<file path="config.mk">
export PLATFORM = sky130hd
export DESIGN_NAME = axil_master
export DESIGN_NICKNAME = d
export VERILOG_FILES = /design/src/rtl/axil_pkg.sv /design/src/rtl/axil_master.sv
export SDC_FILE = /design/constraint.sdc
export NUM_CORES = 1
export LEC_CHECK = 0
export CAP_MARGIN = 20
export CORE_ASPECT_RATIO = 1.75
export CORE_MARGIN = 2
export CORE_UTILIZATION = 34
export DETAILED_ROUTE_END_ITERATION = 8
export HOLD_SLACK_MARGIN = 0.08
export PLACE_DENSITY_LB_ADDON = 0.3
export SYNTH_ARGS = -nofsm -noshare
export SYNTH_HDL_FRONTEND = slang
export SYNTH_SLANG_ARGS = --single-unit
</file>
<file path="constraint.sdc">
create_clock -name clk -period 1.75 [get_ports clk]
set_input_delay 0.2625 -clock clk [delete_from_list [all_inputs] [get_ports clk]]
set_output_delay 0.2625 -clock clk [all_outputs]
set_load 0.02 [all_outputs]
</file>
<file path="src/rtl/axil_pkg.sv">
// Shared definitions for the AXI4-Lite initiator.
//   axil_mst_state_t : initiator FSM state encoding
//   AXI_RESP_*       : AXI response codes (passed through unmodified)
//   AXI_PROT_DEFAULT : protection attribute driven on awprot/arprot
package axil_pkg;

  typedef enum logic [2:0] {
    ST_IDLE    = 3'd0,
    ST_WR      = 3'd1,
    ST_WR_RESP = 3'd2,
    ST_RD_ADDR = 3'd3,
    ST_RD_DATA = 3'd4,
    ST_RSP     = 3'd5
  } axil_mst_state_t;

  localparam logic [1:0] AXI_RESP_OKAY   = 2'b00;
  localparam logic [1:0] AXI_RESP_EXOKAY = 2'b01;
  localparam logic [1:0] AXI_RESP_SLVERR = 2'b10;
  localparam logic [1:0] AXI_RESP_DECERR = 2'b11;

  localparam logic [2:0] AXI_PROT_DEFAULT = 3'b000;

endpackage

</file>
<file path="src/rtl/axil_master.sv">
// Single-outstanding AXI4-Lite initiator.
// Accepts one valid/ready command (write or read), runs it as one AXI-Lite
// transaction and returns the response on a valid/ready response port.
// Ports:
//   clk, rst            : clock, asynchronous active-low reset
//   cmd_*               : command in (we, addr, wdata, wstrb)
//   rsp_*               : response out (rdata, resp, we echo)
//   busy                : high whenever not IDLE
//   axil_aw*/w*/b*      : AXI-Lite write channels (master side)
//   axil_ar*/r*         : AXI-Lite read channels (master side)
// Every AXI output and cmd_ready is a function of flops only, so there is
// no combinational path from any AXI input to them.
module axil_master
  import axil_pkg::*;
#(
  parameter int ADDR_W = 16,
  parameter int DATA_W = 32,
  parameter int STRB_W = DATA_W / 8
) (
  input  logic              clk,
  input  logic              rst,

  input  logic              cmd_valid,
  output logic              cmd_ready,
  input  logic              cmd_we,
  input  logic [ADDR_W-1:0] cmd_addr,
  input  logic [DATA_W-1:0] cmd_wdata,
  input  logic [STRB_W-1:0] cmd_wstrb,

  output logic              rsp_valid,
  input  logic              rsp_ready,
  output logic [DATA_W-1:0] rsp_rdata,
  output logic [1:0]        rsp_resp,
  output logic              rsp_we,

  output logic              busy,

  output logic [ADDR_W-1:0] axil_awaddr,
  output logic [2:0]        axil_awprot,
  output logic              axil_awvalid,
  input  logic              axil_awready,
  output logic [DATA_W-1:0] axil_wdata,
  output logic [STRB_W-1:0] axil_wstrb,
  output logic              axil_wvalid,
  input  logic              axil_wready,
  input  logic [1:0]        axil_bresp,
  input  logic              axil_bvalid,
  output logic              axil_bready,

  output logic [ADDR_W-1:0] axil_araddr,
  output logic [2:0]        axil_arprot,
  output logic              axil_arvalid,
  input  logic              axil_arready,
  input  logic [DATA_W-1:0] axil_rdata,
  input  logic [1:0]        axil_rresp,
  input  logic              axil_rvalid,
  output logic              axil_rready
);

  axil_mst_state_t   state_q, state_d;
  logic [ADDR_W-1:0] addr_q, addr_d;
  logic [DATA_W-1:0] wdata_q, wdata_d;
  logic [STRB_W-1:0] wstrb_q, wstrb_d;
  logic              we_q, we_d;
  logic              aw_done_q, aw_done_d;
  logic              w_done_q, w_done_d;
  logic [DATA_W-1:0] rsp_rdata_q, rsp_rdata_d;
  logic [1:0]        rsp_resp_q, rsp_resp_d;

  // Completion of each write channel, counting a handshake in this cycle.
  logic aw_fin, w_fin;

  always_ff @(posedge clk or negedge rst) begin
    if (!rst) begin
      state_q     <= ST_IDLE;
      addr_q      <= '0;
      wdata_q     <= '0;
      wstrb_q     <= '0;
      we_q        <= 1'b0;
      aw_done_q   <= 1'b0;
      w_done_q    <= 1'b0;
      rsp_rdata_q <= '0;
      rsp_resp_q  <= '0;
    end else begin
      state_q     <= state_d;
      addr_q      <= addr_d;
      wdata_q     <= wdata_d;
      wstrb_q     <= wstrb_d;
      we_q        <= we_d;
      aw_done_q   <= aw_done_d;
      w_done_q    <= w_done_d;
      rsp_rdata_q <= rsp_rdata_d;
      rsp_resp_q  <= rsp_resp_d;
    end
  end

  always_comb begin
    state_d     = state_q;
    addr_d      = addr_q;
    wdata_d     = wdata_q;
    wstrb_d     = wstrb_q;
    we_d        = we_q;
    aw_done_d   = aw_done_q;
    w_done_d    = w_done_q;
    rsp_rdata_d = rsp_rdata_q;
    rsp_resp_d  = rsp_resp_q;
    aw_fin      = aw_done_q | (axil_awvalid & axil_awready);
    w_fin       = w_done_q  | (axil_wvalid  & axil_wready);

    case (state_q)
      ST_IDLE: begin
        if (cmd_valid) begin
          addr_d    = cmd_addr;
          wdata_d   = cmd_wdata;
          wstrb_d   = cmd_wstrb;
          we_d      = cmd_we;
          aw_done_d = 1'b0;
          w_done_d  = 1'b0;
          state_d   = cmd_we ? ST_WR : ST_RD_ADDR;
        end
      end
      ST_WR: begin
        // AW and W retire independently; leave only once both are done.
        aw_done_d = aw_fin;
        w_done_d  = w_fin;
        if (aw_fin && w_fin) state_d = ST_WR_RESP;
      end
      ST_WR_RESP: begin
        if (axil_bvalid) begin
          rsp_resp_d  = axil_bresp;
          rsp_rdata_d = '0;
          state_d     = ST_RSP;
        end
      end
      ST_RD_ADDR: begin
        if (axil_arready) state_d = ST_RD_DATA;
      end
      ST_RD_DATA: begin
        if (axil_rvalid) begin
          rsp_rdata_d = axil_rdata;
          rsp_resp_d  = axil_rresp;
          state_d     = ST_RSP;
        end
      end
      ST_RSP: begin
        if (rsp_ready) state_d = ST_IDLE;
      end
      default: state_d = ST_IDLE;
    endcase
  end

  assign cmd_ready    = (state_q == ST_IDLE);
  assign busy         = (state_q != ST_IDLE);
  assign rsp_valid    = (state_q == ST_RSP);
  assign rsp_rdata    = rsp_rdata_q;
  assign rsp_resp     = rsp_resp_q;
  assign rsp_we       = we_q;

  assign axil_awaddr  = addr_q;
  assign axil_awprot  = AXI_PROT_DEFAULT;
  assign axil_awvalid = (state_q == ST_WR) & ~aw_done_q;
  assign axil_wdata   = wdata_q;
  assign axil_wstrb   = wstrb_q;
  assign axil_wvalid  = (state_q == ST_WR) & ~w_done_q;
  assign axil_bready  = (state_q == ST_WR_RESP);

  assign axil_araddr  = addr_q;
  assign axil_arprot  = AXI_PROT_DEFAULT;
  assign axil_arvalid = (state_q == ST_RD_ADDR);
  assign axil_rready  = (state_q == ST_RD_DATA);

endmodule

</file>
* Word-level counts from Yosys, hierarchy flattened
Cells that the tools add are included.
** Cells by class
- Reductions and logical operators :: 9
- Bitwise logic cells :: 8
- Mux-type cells :: 17
- Equal/unequal tests :: 11
** Operator list (number)
- $mux W32 :: 2
- $pmux W32 S2 :: 1
- $mux W3 :: 6
- $pmux W3 S6 :: 1
- $ne A2 B2 Y1 const B :: 4
- $eq A3 B2 Y1 const B :: 2
- $eq A3 B3 Y1 const B :: 2
- $mux W2 :: 3
- $reduce_and A6 Y1 :: 1
- $and A1 B1 Y1 :: 4
- $ne A2 B1 Y1 const B :: 2
- $pmux W1 S2 :: 2
- $pmux W2 S2 :: 1
- $reduce_and A2 Y1 :: 2
- $reduce_bool A2 Y1 :: 2
- $eq A3 B1 Y1 const B :: 1
- $logic_not A3 Y1 :: 1
- $reduce_and A3 Y1 :: 1
- $reduce_bool A3 Y1 :: 1
- $not A1 Y1 :: 2
- $or A1 B1 Y1 :: 2
- $logic_and A1 B1 Y1 :: 1
- $mux W1 :: 1
** Storage, ports and cells
- Flip-flop bits (word level) :: 92
- Logic and storage cells :: 54
- Input bits :: 98
- Output and inout bits :: 117

* Longest topological paths before layout
- Word-level depth :: 7
- Depth in mapped cells :: 7
- Gate-level depth less buffers :: 5

* Worst setup path after synthesis
OpenSTA, ideal clock, no wires.
- Path type :: reg-to-reg
- Start :: reg state_q[2]
- End :: reg addr_q[0] (netlist: axil_araddr[0])
- Setup time :: 127 ps
- Data required time :: 1623 ps
- Stages on the path, launching flop included :: 8
- Data arrival time :: 1759 ps
- Path buffers :: 2
- Period minus slack after synthesis :: 1887 ps
- Slack :: -137 ps
- Cells stage by stage :: dfrtp_1 > nor2_2 > nand2_1 > inv_2 > and2_1 > buf_4 > buf_6 > mux2_1
** On the way
- Longest elaborated chain between the ends :: 2
** Ends and longest elaborated chain
- start, declared :: RTL line axil_master.sv:60 : axil_mst_state_t state_q, state_d;
- start signal, assigned :: RTL line axil_master.sv:85 : state_q <= state_d;
- $logic_not A3 Y1
- net cmd_ready :: RTL line axil_master.sv:24 : output logic cmd_ready,
- $reduce_and A2 Y1 (no line)
- end signal, assigned :: RTL line axil_master.sv:86 : addr_q <= addr_d;
- end, declared :: RTL line axil_master.sv:61 : logic [ADDR_W-1:0] addr_q, addr_d;
The timed path passes the listed nets, and every way through them passes these cells.
A chain may end at the register's enable or synchronous reset.

* Final worst setup path
- Start :: reg state_q[1]
- End :: reg wdata_q[15] (netlist: axil_wdata[15])
** On the way
- Longest elaborated chain between the ends :: 2
** Ends and longest elaborated chain
- $logic_not A3 Y1 :: RTL line axil_master.sv:110 : case (state_q)
- $reduce_and A2 Y1 (no line)
- end signal, assigned :: RTL line axil_master.sv:87 : wdata_q <= wdata_d;
- end, declared :: RTL line axil_master.sv:62 : logic [DATA_W-1:0] wdata_q, wdata_d;
No other way between the ends.

==> results by group <==
Timing
  – Fin crit share: 0.973
  – RSZ-0062 raised after global routing: yes
  – Final Slew Violations: 0
  – WHS: 396 ps
  – Final-report hold violation count: 0
  – Final worst setup slack: 46.8 ps
  – Setup Viol. Count Final: 0
  – Minimum clock period: approximately 1700 ps
  – Fmax: 587 MHz
  – Fin Clk Skew: 7.49 ps

Logic synthesis
  – Syn Area/Cell: 14.2 um^2
  – Seq cells post-synth: 92
  – Register area share after synthesis: 0.617
  – Syn Std Cell Area: 3730 um^2
  – Top FF cell, synth: dfrtp_1
  – Dominant cells by area after synthesis: dfrtp_1, mux2_1, a22o_1, buf_4, buf_6
  – Synthesis warning total: 0
  – Fraction of synthesized area in multiplexers: 0.168
  – Simple-gate portion of the synthesized area: 0.0372
  – Largest family of logic cells by synthesized area: multiplexers
  – Complex-gate fraction of the synthesized area: 0.102
  – Yosys top cell by area: dfrtp_1
  – Xor/xnor share of the synthesized area: 0
  – Synth cell types: 29
  – Post-synth EDFFs: 0
  – Synthesized instance count: 262
  – Share of the synthesized area in the top cell type: 0.617
  – Fraction of registers with async set/reset: 1.00
  – Adder and majority cell fraction of the synthesized area: 0

Die
  – Die X: about 83 um
  – Core Region: 10700 um^2
  – I/O Pins: 215
  – Height of the chip: 143 um
  – Starting Density: 0.349
  – Die ar.: 11900 um^2
  – Row count: 50

Placement
  – Pre-CTS WS: -43.0 ps
  – Final GP Congestion: between 0.8 and 0.9
  – Post-place instance area: a little under 6000 um^2
  – Post-DP HPWL: 7.77 mm
  – Placed insts: 584
  – Port buffer count: 208

Global route
  – Initial antenna violation count: 0
  – First-pass GRT wire length: 16.5 mm
  – Gr ovfl total: 0
  – Vias in the first global route: 3137
  – GRT Total Usage: 0.179
  – Largest net degree at the start of global routing: 48

Finish
  – NumNets Final: about 570
  – Fillers: 854
  – Diode count: 0
  – Area grow syn2layout: 70.6%
  – Non-filler cells, final: ~610
  – Fin area: between 6000 and 7000 um^2
  – Layout cells sized above 1: 0.129

Worst setup path
  – Crit Path Class: reg2reg
  – CP top delay family: simple AND/OR/NAND/NOR gates
  – WP buf/inv: 2
  – Worst-path cell chain: nor2_4, nand2_2, inv_4, and2_4, buf_12, mux2_1
  – CP peak stage delay: 450 ps
  – Worst-path maximum fanout: 13
  – Slowest-stage cell, CP: dfrtp_2
  – Reg2reg setup slack: 50 ps
  – CP required: just under 2000 ps
  – CP startpoint kind: register
  – Crit end category: register
  – Worst EP arrival: 1910 ps

Clock tree
  – Clock Latency Late Sink: 330 ps
  – Clock Sinks: 92
  – Clock Tree Buf Depth: 2
  – CTS clk-pin slew, worst paths: 70 ps
  – Root Buffer: clkbuf_16
  – CTS tree: yes
  – H-tree depth: 3
  – Cts bufs inserted: 9

Drt
  – Drt first pass iters: 4
  – DRC: 0
  – DRT antenna net count: 0
  – 1st-iter DRT viols: roughly 110
  – Vias per cell: roughly 4.8
  – Vias: 2904
  – WL/cell: 17.6 um
  – Routed wire length: roughly 11 mm

Run status
  – Status: finished, final reports clean

Pwr
  – LEAKAGE: 2.75 nW
  – PD cells: 2000 nW/um^2
  – IR drop worst, VDD: roughly 1100 uV

Worst hold path
  – Hold crit path type: in2async

Flow run
  – Max Cap Viol: 0
[final timing paths]
path	startpoint	depth (start not counted)	to
setup / recovery	state_q[1]$_DFFE_PN0P_	6	axil_wdata[15]$_DFFE_PN0P_
hold / removal	rst	2	axil_araddr[0]$_DFFE_PN0P_
setup reg to reg	state_q[1]$_DFFE_PN0P_	6	axil_wdata[15]$_DFFE_PN0P_
hold reg to reg	axil_wdata[2]$_DFFE_PN0P_	1	axil_wdata[2]$_DFFE_PN0P_
max in group asynchronous	rst	3	rsp_rdata[3]$_DFFE_PN0P_
min in group clk	axil_wdata[2]$_DFFE_PN0P_	1	axil_wdata[2]$_DFFE_PN0P_
[layer usage]
layer	share of wire	global-route usage	up-vias	wire length, um
li1	-	-	1330	-
met1	0.36	0.184	1437	3810
met2	0.57	0.337	119	6070
met3	0.051	0.0418	18	541
met4	0.026	0.0863	0	277
met5	0	0	-	0
[worst register-to-register path, stage by stage (launching register included)]
cell and delay [ps]:
dfrtp_2 450, nor2_4 180, nand2_2 100, inv_4 60, and2_4 260, buf_12 180
mux2_1 340
[synthesized netlist by cell type (2+ instances only)]
cell      count
mux2i_1       2
nor2_1       12
a21oi_1       5
o22ai_1       2
buf_4        23
nand2_1       5
o21ai_1       2
mux2_1       54
and3b_1       2
and2_1        2
buf_6         5
a22o_1       32
dfrtp_1      92
inv_1         2
nand2b_1      2
buf_2         5
clkbuf_1      3
[kinds of logic (layout without fill, tap and decap cells)]
kind of cell,Yosys count,after routing
other cells,1,6
buf+inv,39,251
compound gates,47,47
flops,92,92
mux,56,56
simple gates,27,27
[placed cells by master (no fill, tap or decap), types with 2 or more instances in the layout]
cell             netlist  layout
clkdlybuf4s50_1        0     199
o21ai_1                2       2
inv_1                  2       2
a22o_1                32      32
o22ai_1                2       2
mux2_4                 0       8
mux2_1                54      46
clkbuf_16              0      10
dlygate4sd2_1          0       2
buf_2                  5       2
buf_12                 0       5
clkbuf_8               0       2
a21oi_1                5       5
clkbuf_2               0       4
bufinv_16              0       2
conb_1                 1       6
dfrtp_1               92      90
clkinvlp_4             0       2
nor2_1                12      12
nand2b_1               2       2
buf_4                 23      16
nand2_1                5       4
mux2i_1                2       2
and3b_1                2       2
dfrtp_2                0       2
[cell type report]
class	count	area, um^2	share of cell area
Inverter	3	13.8	0.00216
Multi-Input combinational cell	136	1210	0.190
Tap cell	130	163	0.0256
Sequential cell	92	2300	0.362
Timing Repair Buffer	232	2340	0.367
Clock inverter	5	83.8	0.0132
Clock buffer	11	253	0.0397
[through the flow]
step                power [mW]  setup TNS, ps   util
floorplan                 7.23              0      -
global placement          10.3              0  0.553
detailed placement        10.4           -806  0.553
CTS                       12.7              0  0.589
global route              13.3           -277  0.595
finish                    12.7              0  0.595
[power by group]
part	internal, mW	switching, mW
registers	3.20	0.630
logic	3.55	3.18
clock network	1.33	0.830
total	8.08	4.64
[timing repair]
item,in CTS,in global routing
pin swaps,1,2
buffers inserted,2,4
resized for setup,19,17
hold endpoints to repair,26,0
endpoints found under the setup margin,46,22
gates cloned,1,1
hold buffers,1,0
[flip-flops by register name, summed over array words and instances (netlist names)]
register / cells
axil_wdata: 32
rsp_rdata: 32
axil_araddr: 16
axil_wstrb: 4
state_q: 3
rsp_resp: 2
aw_done_q: 1
rsp_we: 1
w_done_q: 1
No activity file was read; power rests on OpenSTA's default activity.
